File: src/rtl/cpu_top.sv
// rtl/cpu_top.sv - single-cycle 16-bit execution core: 32x16 GPR file, SGPR, ALU, flags
module cpu_top (
    input  logic        clk,
    input  logic        sys_rst,
    input  logic [31:0] ir,
    input  logic        ir_valid,
    input  logic        dbg_wr_en,
    input  logic [4:0]  dbg_wr_addr,
    input  logic [15:0] dbg_wr_data,
    input  logic [4:0]  dbg_rd_addr,
    output logic [15:0] dbg_rd_data,
    output logic [15:0] sgpr,
    output logic        sign,
    output logic        zero,
    output logic        overflow,
    output logic        carry
);

    localparam logic [4:0] OP_MOVSGPR = 5'd0;
    localparam logic [4:0] OP_MOV     = 5'd1;
    localparam logic [4:0] OP_ADD     = 5'd2;
    localparam logic [4:0] OP_SUB     = 5'd3;
    localparam logic [4:0] OP_MUL     = 5'd4;
    localparam logic [4:0] OP_ROR     = 5'd5;
    localparam logic [4:0] OP_RAND    = 5'd6;
    localparam logic [4:0] OP_RXOR    = 5'd7;
    localparam logic [4:0] OP_RXNOR   = 5'd8;
    localparam logic [4:0] OP_RNAND   = 5'd9;
    localparam logic [4:0] OP_RNOR    = 5'd10;
    localparam logic [4:0] OP_RNOT    = 5'd11;

    logic [15:0] r_gpr [32];
    logic [15:0] r_sgpr;
    logic        r_sign;
    logic        r_zero;
    logic        r_overflow;
    logic        r_carry;

    logic [4:0]  w_op;
    logic [4:0]  w_rdst;
    logic [4:0]  w_rsrc1;
    logic [4:0]  w_rsrc2;
    logic        w_imm_mode;
    logic [15:0] w_a;
    logic [15:0] w_b;
    logic [16:0] w_sum;
    logic [15:0] w_diff;
    logic [31:0] w_prod;

    logic [15:0] w_result;
    logic        w_gpr_we;
    logic        w_sgpr_we;
    logic        w_sign;
    logic        w_zero;
    logic        w_overflow;
    logic        w_carry;

    assign w_op       = ir[31:27];
    assign w_rdst     = ir[26:22];
    assign w_rsrc1    = ir[21:17];
    assign w_imm_mode = ir[16];
    assign w_rsrc2    = ir[15:11];

    // Operands come from pre-edge register state so back-to-back instructions never hazard.
    assign w_a    = r_gpr[w_rsrc1];
    assign w_b    = w_imm_mode ? ir[15:0] : r_gpr[w_rsrc2];
    assign w_sum  = {1'b0, w_a} + {1'b0, w_b};
    assign w_diff = w_a - w_b;
    assign w_prod = {16'd0, w_a} * {16'd0, w_b};

    // ALU result, write enables and next flag values for the current instruction.
    always_comb begin
        w_result   = '0;
        w_gpr_we   = 1'b1;
        w_sgpr_we  = 1'b0;
        w_overflow = 1'b0;
        w_carry    = 1'b0;
        case (w_op)
            OP_MOVSGPR: w_result = r_sgpr;
            OP_MOV:     w_result = w_b;
            OP_ADD: begin
                w_result   = w_sum[15:0];
                w_carry    = w_sum[16];
                w_overflow = (~w_a[15] & ~w_b[15] &  w_sum[15]) |
                             ( w_a[15] &  w_b[15] & ~w_sum[15]);
            end
            OP_SUB: begin
                w_result   = w_diff;
                w_overflow = (~w_a[15] &  w_b[15] &  w_diff[15]) |
                             ( w_a[15] & ~w_b[15] & ~w_diff[15]);
            end
            OP_MUL: begin
                w_result  = w_prod[15:0];
                w_sgpr_we = 1'b1;
            end
            OP_ROR:     w_result = w_a | w_b;
            OP_RAND:    w_result = w_a & w_b;
            OP_RXOR:    w_result = w_a ^ w_b;
            OP_RXNOR:   w_result = ~(w_a ^ w_b);
            OP_RNAND:   w_result = ~(w_a & w_b);
            OP_RNOR:    w_result = ~(w_a | w_b);
            OP_RNOT:    w_result = ~w_a;
            default:    w_gpr_we = 1'b0;
        endcase
        // Multiply flags describe the full 32-bit product, not just the low half.
        if (w_op == OP_MUL) begin
            w_sign = w_prod[31];
            w_zero = (w_prod == 32'd0);
        end else begin
            w_sign = w_result[15];
            w_zero = (w_result == 16'd0);
        end
    end

    // Register file and SGPR; the instruction write is issued last so it wins an address clash.
    always_ff @(posedge clk or posedge sys_rst) begin
        if (sys_rst) begin
            for (int i = 0; i < 32; i++) begin
                r_gpr[i] <= '0;
            end
            r_sgpr <= '0;
        end else begin
            if (dbg_wr_en) begin
                r_gpr[dbg_wr_addr] <= dbg_wr_data;
            end
            if (ir_valid && w_gpr_we) begin
                r_gpr[w_rdst] <= w_result;
            end
            if (ir_valid && w_sgpr_we) begin
                r_sgpr <= w_prod[31:16];
            end
        end
    end

    // Condition flags update only on executed instructions that write a register.
    always_ff @(posedge clk or posedge sys_rst) begin
        if (sys_rst) begin
            r_sign     <= 1'b0;
            r_zero     <= 1'b0;
            r_overflow <= 1'b0;
            r_carry    <= 1'b0;
        end else if (ir_valid && w_gpr_we) begin
            r_sign     <= w_sign;
            r_zero     <= w_zero;
            r_overflow <= w_overflow;
            r_carry    <= w_carry;
        end
    end

    assign dbg_rd_data = r_gpr[dbg_rd_addr];
    assign sgpr        = r_sgpr;
    assign sign        = r_sign;
    assign zero        = r_zero;
    assign overflow    = r_overflow;
    assign carry       = r_carry;

endmodule

File: config.mk
export PLATFORM = sky130hd
export DESIGN_NAME = cpu_top
export DESIGN_NICKNAME = d
export VERILOG_FILES = /design/src/rtl/cpu_top.sv
export SDC_FILE = /design/constraint.sdc
export NUM_CORES = 2
export LEC_CHECK = 0
export CAP_MARGIN = 30
export CORE_MARGIN = 2
export CORE_UTILIZATION = 50
export DETAILED_ROUTE_END_ITERATION = 8
export DONT_BUFFER_PORTS = 1
export SETUP_SLACK_MARGIN = 0.4
export SLEW_MARGIN = 0
export SYNTH_ARGS = -nofsm -noshare
export SYNTH_HDL_FRONTEND = slang
export SYNTH_SLANG_ARGS = --single-unit
File: constraint.sdc
create_clock -name clk -period 54 [get_ports clk]
set_input_delay 16.2 -clock clk [delete_from_list [all_inputs] [get_ports clk]]
set_output_delay 16.2 -clock clk [all_outputs]
set_load 0.01 [all_outputs]
# ---- Yosys cells after proc, flatten, opt, wreduce, memory -nomap -nowiden
# Cells that the tools add are included.
dict set report word_totals {
  ff_bits 532
  out_inout_bits 36
  wordCells 117
  input_bits 62
}
dict set report classes {
  add_sub_neg 2
  muxes 25
  n_lt_le_gt_ge 7
  n_reduce_logical 8
  bitwise 26
  mul 1
  eq_ne 11
}
# cell n
set ops {}
lappend ops {{$bwmux 512} 2}
lappend ops {{$mux 512} 2}
lappend ops {{$bmux 16 s5} 3}
lappend ops {{$pmux 16 s12} 1}
lappend ops {{$demux 16 s5} 2}
lappend ops {{$mux 16} 9}
lappend ops {{$not 16->16} 4}
lappend ops {{$logic_not 32->1} 1}
lappend ops {{$mul 16x16->32} 1}
lappend ops {{$ge 6x6->1 const B} 5}
lappend ops {{$not 5->6} 5}
lappend ops {{$eq 5x3->1 const B} 4}
lappend ops {{$eq 5x4->1 const B} 4}
lappend ops {{$add 16x16->17} 1}
lappend ops {{$and 16x16->16} 1}
lappend ops {{$logic_not 16->1} 1}
lappend ops {{$or 16x16->16} 1}
lappend ops {{$sub 16x16->16} 1}
lappend ops {{$xor 16x16->16} 1}
lappend ops {{$lt 6x1->1 const B} 2}
lappend ops {{$reduce_or 12->1} 1}
lappend ops {{$eq 5x2->1 const B} 2}
lappend ops {{$and 1x1->1} 8}
lappend ops {{$eq 5x1->1 const B} 1}
lappend ops {{other kinds (6)} 17}

# ---- Longest topological paths before layout
dict set report logic_depth {
  word_depth 10
  depth_mapped 37
}

# ---- Least setup slack after synthesis
# No wires, ideal clock.
dict set report synth_timing {
  kind {input port to output port}
  start {input dbg_rd_addr[0]}
  end {output dbg_rd_data[0]}
  arrival_time_ns 18.546
  path_slack_ns 19.254
  cell_stages 5
  path_cell_list {clkbuf_1 -> buf_1 -> mux4_2 -> mux4_2 -> mux2_2}
}
dict set report synth_via {
  elab_chain_cells 4
}
# element line_no
set synth_lines {}
lappend synth_lines {{start: declaration} 10} ;# input logic [4:0] dbg_rd_addr,
lappend synth_lines {{$not 5->6 (implied by the code)} 150} ;# assign dbg_rd_data = r_gpr[dbg_rd_addr];
lappend synth_lines {{$bmux 16 s5} 150}
lappend synth_lines {{$mux 16 (implied by the code) (2 in series)} 150}
lappend synth_lines {{end: declaration} 11} ;# output logic [15:0] dbg_rd_data,
# No other way between the ends. The select of a mux whose other input is x is not followed.

# ---- Worst setup path in the final report
dict set report layout_timing {
  start {input dbg_rd_addr[0]}
  end {output dbg_rd_data[14]}
}
# Same word-level chain as after synthesis.

==> run metrics <==
status=completed; R2R cell count=27; die height=318.0 microns; CTS sink count=532; HPWL after detailed placement=138.4 mm; Tmin final=33.99 ns; leading area contributor after synthesis=dfrtp_1; clk_lat worst skew=0.67 ns; initial antenna violation count=6; worst rel slew slack=21.08%; First DRT Iteration DRCs=6477; Core ar.=97990 sq um; Critical Path Sink Type=primary output; most used cell, CP=mux4_2; top cell type's share of synthesized area=27.01%; synthesized instance count=4989; Root Driver=clkbuf_16; setup_tns=0 ns; CTS Buffer Depth=3; cts bufs inserted=68; ys flop type=dfrtp_1; ys async rst share=100.0%; cell family with most CP delay=multiplexers; final WL=209.8 mm; Worst-path clk slew=0.06 ns; vias in the first global route=41210; PwrDens=63.72 nW/um^2; syn nets=5401; fin nets=5174; Yosys reg bits=532; critical path class=in2out; number of port buffers=0; Vias/cell=7.108; Final ANT Viol Nets=0; first-pass GRT wire length=300.5 mm; achievable clock frequency=29.42 MHz; Cell Area, Synth=49280 sq um; worst vdd ir=0.0001246 V; CP Launch Type=primary input; CP bufs+invs=0; wire length per cell=34.36 microns; GRT overflow=0; crit path to=dbg_rd_data[14]; Hold-fix buffers, CTS=0; drt pass-1 iters=6; synth top area cells=dfrtp_1, mux4_2, mux2i_1; via count=43400; Final Cycle Share=62.95%; Worst Skew=0.03666 ns; worst flop-to-flop path endpoint=zero; worst flop-to-flop path startpoint=r_gpr[118]; max-cap violations=0; fraction of layout cells with a size suffix above 1=17.96%; Setup-failing EPs final=0; WP data arrival=17.79 ns; Ys Warns=0; max-slew violation count=0; H-tree depth=3; crit path cell chain=mux4_2 -> mux4_2 -> mux2_2; Netlist cell types=93; CP startpoint=dbg_rd_addr[0]; number of gates resized after CTS=0; CP required=37.80 ns; # rows=115; RSZ-0062 raised after global routing=no; io pins=98; Initial Util=50.30%; die width=318.0 microns; Max stage delay cell, worst path=mux4_2; die area=101100 sq um; Post-CTS Setup Inserts=0; Post-Route Utilization=54.18%; # DRC=0; CTS tree=done; critical path fanouts, max=128; Critical Path Max Stage Delay=0.54 ns; leakage power total=22.97 nW; Crit path depth=3; Worst Max-Slew Pin Slew=1.184 ns; GP Congestion=0.9993; Layout area overhead=7.725%; Hold/Removal Path Class=reg2reg; Post-synth EDFFs=0; largest net degree at the start of global routing=152; All-Layer GR Usage=41.19%; worst reg2reg setup slack=44.30 ns; Avg Cell Area, Syn=9.878 sq um; post-synthesis sequential area ratio=27.01%; endpoints failing hold=0
## report_power, final
group	internal [mW]	switching, mW	total (mW)
logic	0.859	1.37	2.23
registers	0.517	0.151	0.668
clock network	0.280	0.204	0.484
## stage by stage
stage                     hold WS [ns]  std cells  power, mW  cell area, sq um  worst slack, ns
after detailed placement        0.5405       5974      2.813             50690            20.07
after global routing            0.5907       6100      3.624             53080            20.07
final                           0.5536       6106      3.383             53090            20.01
after floorplan                 0.5162       4989      2.173             49280            19.25
after global placement          0.5365       5957      2.797             50270            20.09
after CTS                       0.5540       6093      3.307             52990            20.08
## cell families (layout without fill, tap and decap cells)
logic type / Yosys count / after routing / share of synthesized area (%)
simple gates: 1327 / 1327 / 11.98
mux: 951 / 951 / 29.33
compound gates: 1045 / 1045 / 12.96
xor+xnor: 32 / 32 / 0.5687
other cells: 0 / 8 / 0
fa+ha+maj: 350 / 350 / 11.86
flops: 532 / 532 / 27.01
buf+inv: 752 / 574 / 6.291
## registers in the layout, summed over array words and instances, names as in the netlist
name / count
carry: 1
overflow: 1
r_gpr: 512
sgpr: 16
sign: 1
zero: 1
## how the worst min path moves through the flow
stage	depth (start not counted)	startpoint	end	slack, ns
floorplan	2	sign	sign	0.52
global placement	2	sign	sign	0.54
detailed placement	2	sign	sign	0.54
CTS	2	sign	sign	0.55
global route	2	sign	sign	0.59
finish	2	sign	sign	0.55
## per-layer routing
layer | track usage, % | vias to the layer above | share of wire [%]
met1 | 55.52 | 21540 | 37
met4 | 22.44 | 8 | 6.4
met5 | 0.4255 | - | 0.020
met2 | 55.71 | 3512 | 40
met3 | 17.39 | 743 | 16
li1 | - | 17600 | -
## final cells by class
| cell class | instances | area [sq um] |
|---|---|---|
| Multi-Input combinational cell | 3705 | 33210 |
| Tap cell | 1287 | 1610 |
| Inverter | 306 | 1156 |
| Clock inverter | 24 | 334.1 |
| Sequential cell | 532 | 13310 |
| Timing Repair Buffer | 149 | 1479 |
| Fill cell | 8576 | 44900 |
| Clock buffer | 95 | 1966 |
| Antenna cell | 8 | 20.02 |
## worst reg2reg max path, delay by kind of cell, from the launching register on
family | cells | cell delay [ns]
adder cells (fa/ha/maj) | 8 | 3.93
AND/OR/NAND/NOR | 8 | 2.45
buffers and inverters | 6 | 1.19
AO/OA/AOI/OAI | 3 | 0.91
multiplexers | 1 | 0.47
flip-flops | 1 | 0.43
XOR/XNOR | 1 | 0.22
## placed cells by master (no fill, tap or decap), drive strengths merged, types with 10 or more instances in the layout
master and count:
nor3b 19, a31oi 14, nor2b 97, a22o 15, mux2i 425, inv 298, xnor2 21, clkinv 25
clkbuf 97, nand3b 11, nand2b 15, ha 155, dfrtp 532, mux4 380, a21oi 358, a221oi 19
a22oi 61, o2111ai 10, a211oi 85, and3 20, and2 15, nand3 59, a2111oi 10, nand2 528
o21ai 307, mux2 146, nor4 11, o211ai 23, a21o 17, xor2 11, fa 195, nor2 430
nor3 49, buf 147, o22ai 16, or3 14, nand4 22
## synth_stat cells (all sizes together), types with 11 or more instances
library cell,count
a21oi,358
a22oi,61
nand4,22
nor2b,97
a211oi,85
dfrtp,532
nor4,11
and3,20
xnor2,21
o21ai,307
a221oi,19
buf,115
a31oi,14
a22o,15
nand2b,15
nand3b,11
xor2,11
o211ai,23
mux2,146
ha,155
nor2,430
o22ai,16
or3,14
inv,296
nor3,49
mux2i,425
nand3,59
a21o,17
nor3b,19
mux4,380
clkbuf,331
and2,15
nand2,528
fa,195
(Power assumes the default switching activity.)
